[config.mk]
export PLATFORM = sky130hd
export DESIGN_NAME = target_frame_uart_tx
export DESIGN_NICKNAME = d
export VERILOG_FILES = /design/src/rtl/target_frame_uart_tx.sv
export SDC_FILE = /design/constraint.sdc
export NUM_CORES = 1
export LEC_CHECK = 0
export CAP_MARGIN = 20
export CORE_MARGIN = 2
export CORE_UTILIZATION = 35
export CTS_CLUSTER_DIAMETER = 150
export CTS_CLUSTER_SIZE = 8
export DETAILED_ROUTE_END_ITERATION = 8
export GPL_ROUTABILITY_DRIVEN = 0
export GPL_TIMING_DRIVEN = 0
export HOLD_SLACK_MARGIN = 0.02
export PLACE_DENSITY_LB_ADDON = 0.15
export SETUP_SLACK_MARGIN = 0.15
export SLEW_MARGIN = 20
export SYNTH_ARGS = -nofsm -noshare
export SYNTH_HDL_FRONTEND = slang
export SYNTH_SLANG_ARGS = --single-unit
[constraint.sdc]
create_clock -name clk -period 3.1 [get_ports clk]
set_input_delay 0.62 -clock clk [delete_from_list [all_inputs] [get_ports clk]]
set_output_delay 0.62 -clock clk [all_outputs]
set_load 0.005 [all_outputs]
[src/rtl/target_frame_uart_tx.sv]
// 8N1 UART transmitter for the selected target byte: sends on change, and
// periodically re-sends the last byte so late-joining receivers resynchronise.
module target_frame_uart_tx #(
  parameter int CLK_FREQ      = 100_000_000,
  parameter int BAUD          = 9600,
  parameter int RESEND_CYCLES = 10_000_000
) (
  input  logic       clk,
  input  logic       rst_n,
  input  logic [8:0] target_data,
  output logic       tx,
  output logic       busy,
  output logic       frame_done,
  output logic [7:0] last_sent
);

  localparam int CLKS_PER_BIT = CLK_FREQ / BAUD;
  localparam int BAUD_W       = (CLKS_PER_BIT > 1) ? $clog2(CLKS_PER_BIT) : 1;
  localparam int RESEND_W     = (RESEND_CYCLES > 0) ? $clog2(RESEND_CYCLES + 1) : 1;

  localparam logic [BAUD_W-1:0]   BAUD_LAST   = BAUD_W'(CLKS_PER_BIT - 1);
  localparam logic [RESEND_W-1:0] RESEND_LAST = RESEND_W'((RESEND_CYCLES > 0) ? RESEND_CYCLES - 1 : 0);
  localparam logic                RESEND_EN   = (RESEND_CYCLES != 0);

  localparam logic [2:0] S_IDLE  = 3'd0;
  localparam logic [2:0] S_START = 3'd1;
  localparam logic [2:0] S_DATA  = 3'd2;
  localparam logic [2:0] S_STOP  = 3'd3;
  localparam logic [2:0] S_GAP   = 3'd4;

  logic [2:0]          state_reg, state_next;
  logic [BAUD_W-1:0]   baud_cnt_reg, baud_cnt_next;
  logic [2:0]          bit_cnt_reg, bit_cnt_next;
  logic [RESEND_W-1:0] resend_cnt_reg, resend_cnt_next;
  logic [7:0]          shadow_reg, shadow_next;
  logic [7:0]          last_sent_reg, last_sent_next;
  logic                tx_reg, tx_next;

  logic [7:0] new_byte;
  logic       change_trig;
  logic       resend_trig;
  logic       baud_done;
  logic       unused_reserved;

  assign new_byte        = target_data[7:0];
  assign unused_reserved = target_data[8];

  assign change_trig = (new_byte != last_sent_reg) && (new_byte != 8'd0);
  assign resend_trig = RESEND_EN && (last_sent_reg != 8'd0) && (resend_cnt_reg == RESEND_LAST);
  assign baud_done   = (baud_cnt_reg == BAUD_LAST);

  always_comb begin
    state_next      = state_reg;
    baud_cnt_next   = baud_cnt_reg;
    bit_cnt_next    = bit_cnt_reg;
    resend_cnt_next = '0;
    shadow_next     = shadow_reg;
    last_sent_next  = last_sent_reg;

    case (state_reg)
      S_IDLE: begin
        baud_cnt_next = '0;
        bit_cnt_next  = '0;
        // A fresh value takes priority over a coincident periodic resend.
        if (change_trig) begin
          shadow_next    = new_byte;
          last_sent_next = new_byte;
          state_next     = S_START;
        end else if (resend_trig) begin
          shadow_next = last_sent_reg;
          state_next  = S_START;
        end else if (RESEND_EN && (last_sent_reg != 8'd0)) begin
          resend_cnt_next = resend_cnt_reg + RESEND_W'(1);
        end
      end
      S_START: begin
        if (baud_done) begin
          baud_cnt_next = '0;
          bit_cnt_next  = '0;
          state_next    = S_DATA;
        end else begin
          baud_cnt_next = baud_cnt_reg + BAUD_W'(1);
        end
      end
      S_DATA: begin
        if (baud_done) begin
          baud_cnt_next = '0;
          if (bit_cnt_reg == 3'd7) begin
            state_next = S_STOP;
          end else begin
            bit_cnt_next = bit_cnt_reg + 3'd1;
          end
        end else begin
          baud_cnt_next = baud_cnt_reg + BAUD_W'(1);
        end
      end
      S_STOP: begin
        if (baud_done) begin
          baud_cnt_next = '0;
          state_next    = S_GAP;
        end else begin
          baud_cnt_next = baud_cnt_reg + BAUD_W'(1);
        end
      end
      S_GAP: begin
        if (baud_done) begin
          baud_cnt_next = '0;
          state_next    = S_IDLE;
        end else begin
          baud_cnt_next = baud_cnt_reg + BAUD_W'(1);
        end
      end
      default: begin
        state_next    = S_IDLE;
        baud_cnt_next = '0;
        bit_cnt_next  = '0;
      end
    endcase
  end

  // Line level is derived from the next state so tx itself is a flop.
  always_comb begin
    tx_next = 1'b1;
    if (state_next == S_START) begin
      tx_next = 1'b0;
    end else if (state_next == S_DATA) begin
      tx_next = shadow_next[bit_cnt_next];
    end
  end

  always_ff @(posedge clk or negedge rst_n) begin
    if (!rst_n) begin
      state_reg      <= S_IDLE;
      baud_cnt_reg   <= '0;
      bit_cnt_reg    <= '0;
      resend_cnt_reg <= '0;
      shadow_reg     <= '0;
      last_sent_reg  <= '0;
      tx_reg         <= 1'b1;
    end else begin
      state_reg      <= state_next;
      baud_cnt_reg   <= baud_cnt_next;
      bit_cnt_reg    <= bit_cnt_next;
      resend_cnt_reg <= resend_cnt_next;
      shadow_reg     <= shadow_next;
      last_sent_reg  <= last_sent_next;
      tx_reg         <= tx_next;
    end
  end

  assign tx         = tx_reg;
  assign busy       = (state_reg != S_IDLE);
  assign frame_done = (state_reg == S_STOP) && baud_done;
  assign last_sent  = last_sent_reg;

endmodule
* Yosys cells after proc, flatten, opt, wreduce, memory -nomap -nowiden
Cells that the tools add are included.
Storage, ports and cells: flip-flop bits (word level) 61, logic and storage cells 56
Cells by class: $add $sub $neg 3, equal/unequal tests 10, reduce and logical (&&, ||, !) cells 10, order comparisons 1, multiplexer cells 25
Operator list (number):
- 2-to-1 mux 24 bit | 4
- 2-to-1 mux 3 bit | 10
- 2-to-1 mux 14 bit | 2
- adder 24 x 1 -> 24 bit (second input constant) | 1
- equality test 24 bit (second input constant) | 1
- 2-to-1 mux 8 bit | 3
- nonzero test 8 bit | 2
- one-hot mux 3 bit (5 select lines) | 1
- adder 14 x 1 -> 14 bit (second input constant) | 1
- equality test 14 bit (second input constant) | 1
- equality test 3 x 2 -> 1 bit (second input constant) | 3
- one-hot mux 3 bit (3 select lines) | 1
- inequality test 8 bit | 1
- equality test 3 x 1 -> 1 bit (second input constant) | 2
- equality test 3 bit (second input constant) | 2
- < comparator 3 x 4 -> 1 bit (second input constant) | 1
- OR reduction 4 bit | 1
- adder 3 x 1 -> 3 bit (second input constant) | 1
- binary-select mux 1 bit (select 3 bit) | 1
- logical AND 1 bit | 3
- logical NOT 3 bit | 1
- 2-to-1 mux 1 bit | 3
- nonzero test 3 bit | 1
- AND reduction 2 bit | 1
- OR reduction 2 bit | 1

* Depth between registers and ports, before layout
word-level depth 9, depth in mapped cells 11

* Least setup slack after synthesis
Ideal clock, no wire load.
path kind register -> register, from register state_reg[0], to register tx_reg, in the netlist tx, arrival time 2.276 ns, path slack 0.740 ns, cell stages (with the launch flop) 11, period minus slack after synthesis 2.360 ns, cell sequence dfrtp_1 > buf_6 > or3_1 > buf_2 > a21o_1 > nor4_4 > nor2_2 > a221o_1 > o2111ai_1 > o211a_1 > o21ai_1
Between the ends: elaborated cells on any way between the ends 22, classes of those cells 6 x eq/ne; 14 x mux; 2 x reduce/logical
RTL lines:
- from (decl) | RTL line 31 | logic [2:0] state_reg, state_next;
- from (signal assigned) | RTL line 141 | state_reg <= state_next;
- logical NOT 3 bit | RTL line 60 | case (state_reg)
- 2-to-1 mux 8 bit | RTL line 60
- via shadow_next[1] | RTL line 35 | logic [7:0] shadow_reg, shadow_next;
- binary-select mux 1 bit (select 3 bit) | RTL line 127 | tx_next = shadow_next[bit_cnt_next];
- 2-to-1 mux 1 bit (not written as such) | RTL line 127
- 2-to-1 mux 1 bit | RTL line 126 | end else if (state_next == S_DATA) begin
- 2-to-1 mux 1 bit | RTL line 124 | if (state_next == S_START) begin
- via tx_next | RTL line 37 | logic tx_reg, tx_next;
- to (signal assigned) | RTL line 147 | tx_reg <= tx_next;
- to (decl) | RTL line 37
The timed path passes the listed nets, and every way through them passes these cells. The select of a mux whose other input is x is not followed. A chain may end at the register's enable or synchronous reset.

* Worst setup path in the final report
from input port target_data[4], to register tx_reg, in the netlist tx
Between the ends: cells in the longest elaborated chain, start to end 8, elaborated cells on any way between the ends 13, classes of those cells 3 x eq/ne; 8 x mux; 2 x reduce/logical
RTL lines:
- from (decl) | RTL line 10 | input logic [8:0] target_data,
- inequality test 8 bit / nonzero test 8 bit (equally long branches) | RTL line 48 | assign change_trig = (new_byte != last_sent_reg) && (new_byte != 8'd0);
- logical AND 1 bit | RTL line 48
- 2-to-1 mux 8 bit | RTL line 65 | if (change_trig) begin
- 2-to-1 mux 8 bit | RTL line 60
- binary-select mux 1 bit (select 3 bit) | RTL line 127
- 2-to-1 mux 1 bit (not written as such) | RTL line 127
- 2-to-1 mux 1 bit | RTL line 126
- 2-to-1 mux 1 bit * | RTL line 124
- via tx_next | RTL line 37
Mark *: on every way through the listed nets, which the timed path passes. The rest lies on a longest branch. The select of a mux whose other input is x is not followed.

==> results_dict.tcl <==
set metrics [dict create \
    slowest_delay_ps 520 \
    cts-htree-levels 3 \
    cts.root.buffer_cell "clkbuf_8" \
    remaining_drc_errors 0 \
    clock_sink_count 61 \
    worstSetupEndpointType "register" \
    finalCritPeriodShare_pct 89.52 \
    clk_path_buf_depth 2 \
    antennaDiodeCount 0 \
    yosys-top-cells-count "dfrtp_1 (60), nor2_1 (41), nand2_1 (26), xor2_1 (23), nand3_1 (19)" \
    fp.dieW_um 98.78 \
    die_h_um 98.78 \
    grt_max_degree 54 \
    dr.pass1.iters 4 \
    synth_top_area_share_pct 47.75 \
    area_growth_pct 17.35 \
    yosysMostFrequentCell "dfrtp_1" \
    fmax_mhz 360.4 \
    grt_pass1_vias 2385 \
    dr_wl_met3_um 306 \
    hold_viol 0 \
    grt_pass1_wl_mm 11.79 \
    maxSlewHeadroom_pct 63.94 \
    worstPathRequired_ps 3370 \
    start_kind "primary input" \
    finClkSkew_ps 9.326 \
    largest_reg_flops 24 \
    hold_buffers 0 \
    drive_gt1_share_pct 9.524 \
    fin_tns_setup_ps 0 \
    dr.max_layer_used "met4" \
    met2_length_mm 3.190 \
    postRouteAntennaNets 0 \
    arrival_ps 3040 \
    tightest_slew_ps 539.0 \
    ir_worst_vdd_mv 0.2322 \
    clkLatencyLatePin_ps 340 \
    routed_via_density 5.232 \
    ys_seq_area_share_pct 48.59 \
    synth_top_flop_cell "dfrtp_1" \
    hpwlAfterDp_mm 4.804 \
    ys_ff_latch 61 \
    synthDistinctLibCells 53 \
    slew_viol_final 0 \
    total_leakage_power_nw 1.556 \
    postSynthCellCount 321 \
    met1_length_mm 3.163 \
    pre_cts_slack_ps -22.97 \
    fin_util_pct 42.31 \
    numCtsBuffers 9 \
    cts_tree "done" \
    yosysWarnings 0 \
    syn_avg_cell_area_um2 9.795 \
    core_um2 8721 \
    critical_path_class "primary input to register" \
    wl_per_cell_um 14.50 \
    drt_iter0_markers 116 \
    fp.dieArea_um2 9757 \
    rsz0062_at_grt "true" \
    hp-class "primary input to async pin" \
    synth_nets 335 \
    setup_violations 0 \
    finalCriticalPeriod_ps 2775 \
    async_flop_share_pct 100.0 \
    critical_path.top_delay_family "compound AO/OA/AOI/OAI gates" \
    grt.total_usage_pct 15.20 \
    power.density_nw_per_um2 418.8 \
    vias 2433 \
    finalNonFillerCells 465 \
    start_util_pct 36.05 \
    grt_overflow 0 \
    worstPathMaxFanout 10 \
    cap_viol_max_count 0 \
    setup_slack_ps 325.0 \
    cp_num_buf_inv 2 \
    ioPinCount 22 \
    wl_mm 6.744 \
    status "completed" \
    path_cells "clkdlybuf4s50_1, nor4_1, a21oi_1, o21a_1, buf_2, nor2_2, a22oi_1, a311oi_1, o211ai_1, o21ai_1" \
    clkTransAtPathRegs_ps 70 \
    final_nets 367 \
    netlist_area_um2 3144 \
    synth_area_leaders "dfrtp_1 (48%), xor2_1 (6.4%), nor2_1 (4.9%)" \
    num_rows 34 \
    portBuffers 20 \
    synth-edff-count 0 \
    yosysTopAreaCell "dfrtp_1" \
    antenna_found_initial 0 \
    slowest_stage "clkdlybuf4s50_1" \
    placed_cells 450 \
]
[metal layers]
layer  global-route usage, %  vias up
li1                        -     1195
met1                   20.72     1193
met2                   23.13       38
met3                   5.106        7
met4                   4.426        0
met5                       0        -
[per-stage QoR]
step	hold slack, ps	instance area, um^2	power [mW]
after floorplan	324.4	3144	0.8551
after global placement	469.6	3480	0.9076
after detailed placement	468.2	3505	0.9125
after CTS	94.01	3682	1.575
after global routing	90.43	3690	1.622
final	104.8	3690	1.545
[cell usage in the layout (no fill, tap or decap), types with 5 or more instances in the layout]
cell type and instances:
a21oi_1 11, and3_1 6, and4_1 5, clkbuf_1 9, clkbuf_8 12, clkdlybuf4s50_1 19, dfrtp_1 60, inv_1 11
mux2_2 7, nand2_1 26, nand3_1 19, nand4_1 11, nor2_1 41, o21ai_0 12, or3_1 6, xnor2_1 15
xor2_1 23
[where the power goes]
part | total (mW) | internal (mW) | switching [mW]
Combinational | 0.0763 | 0.0392 | 0.0371
Sequential | 0.820 | 0.807 | 0.0124
Clock | 0.649 | 0.351 | 0.298
Total | 1.55 | 1.20 | 0.348
[area by class of cell]
type	instances	area (um^2)
repair buffers	21	225.2
multi-input cells	236	1519
flip-flops and latches	61	1528
well taps	108	135.1
clock inverters	1	5.005
clock buffers	14	172.7
fillers	857	5031
plain buffers	13	63.81
inverters	11	41.29
[kinds of logic (layout without fill, tap and decap cells)]
family | Yosys count | after routing | synth area share [%]
XOR/XNOR | 38 | 38 | 10.58
adder cells (fa/ha/maj) | 3 | 3 | 1.194
buffers and inverters | 24 | 60 | 3.303
AO/OA/AOI/OAI | 42 | 42 | 8.795
multiplexers | 9 | 9 | 3.144
AND/OR/NAND/NOR | 144 | 144 | 24.39
flip-flops | 61 | 61 | 48.59
[final timing paths]
| check | startpoint | end | slack, ps | cells after the start |
|---|---|---|---|---|
| setup reg to reg | state_reg[0]$_DFF_PN0_ | tx$_DFF_PN1_ | 500 | 10 |
| max in group asynchronous | rst_n | tx$_DFF_PN1_ | 2480 | 2 |
| min in group clk | baud_cnt_reg[0]$_DFF_PN0_ | baud_cnt_reg[0]$_DFF_PN0_ | 480 | 1 |
| hold / removal | rst_n | state_reg[1]$_DFF_PN0_ | 100 | 1 |
| hold reg to reg | baud_cnt_reg[0]$_DFF_PN0_ | baud_cnt_reg[0]$_DFF_PN0_ | 480 | 1 |
| setup / recovery | target_data[4] | tx$_DFF_PN1_ | 320 | 10 |
[timing repair]
action / in CTS / in global routing
endpoints found under the hold margin: 0 / 0
setup endpoints to repair: 0 / 2
resized for setup: 0 / 3
buffers inserted: 0 / 0
No activity file was read; power rests on OpenSTA's default activity.
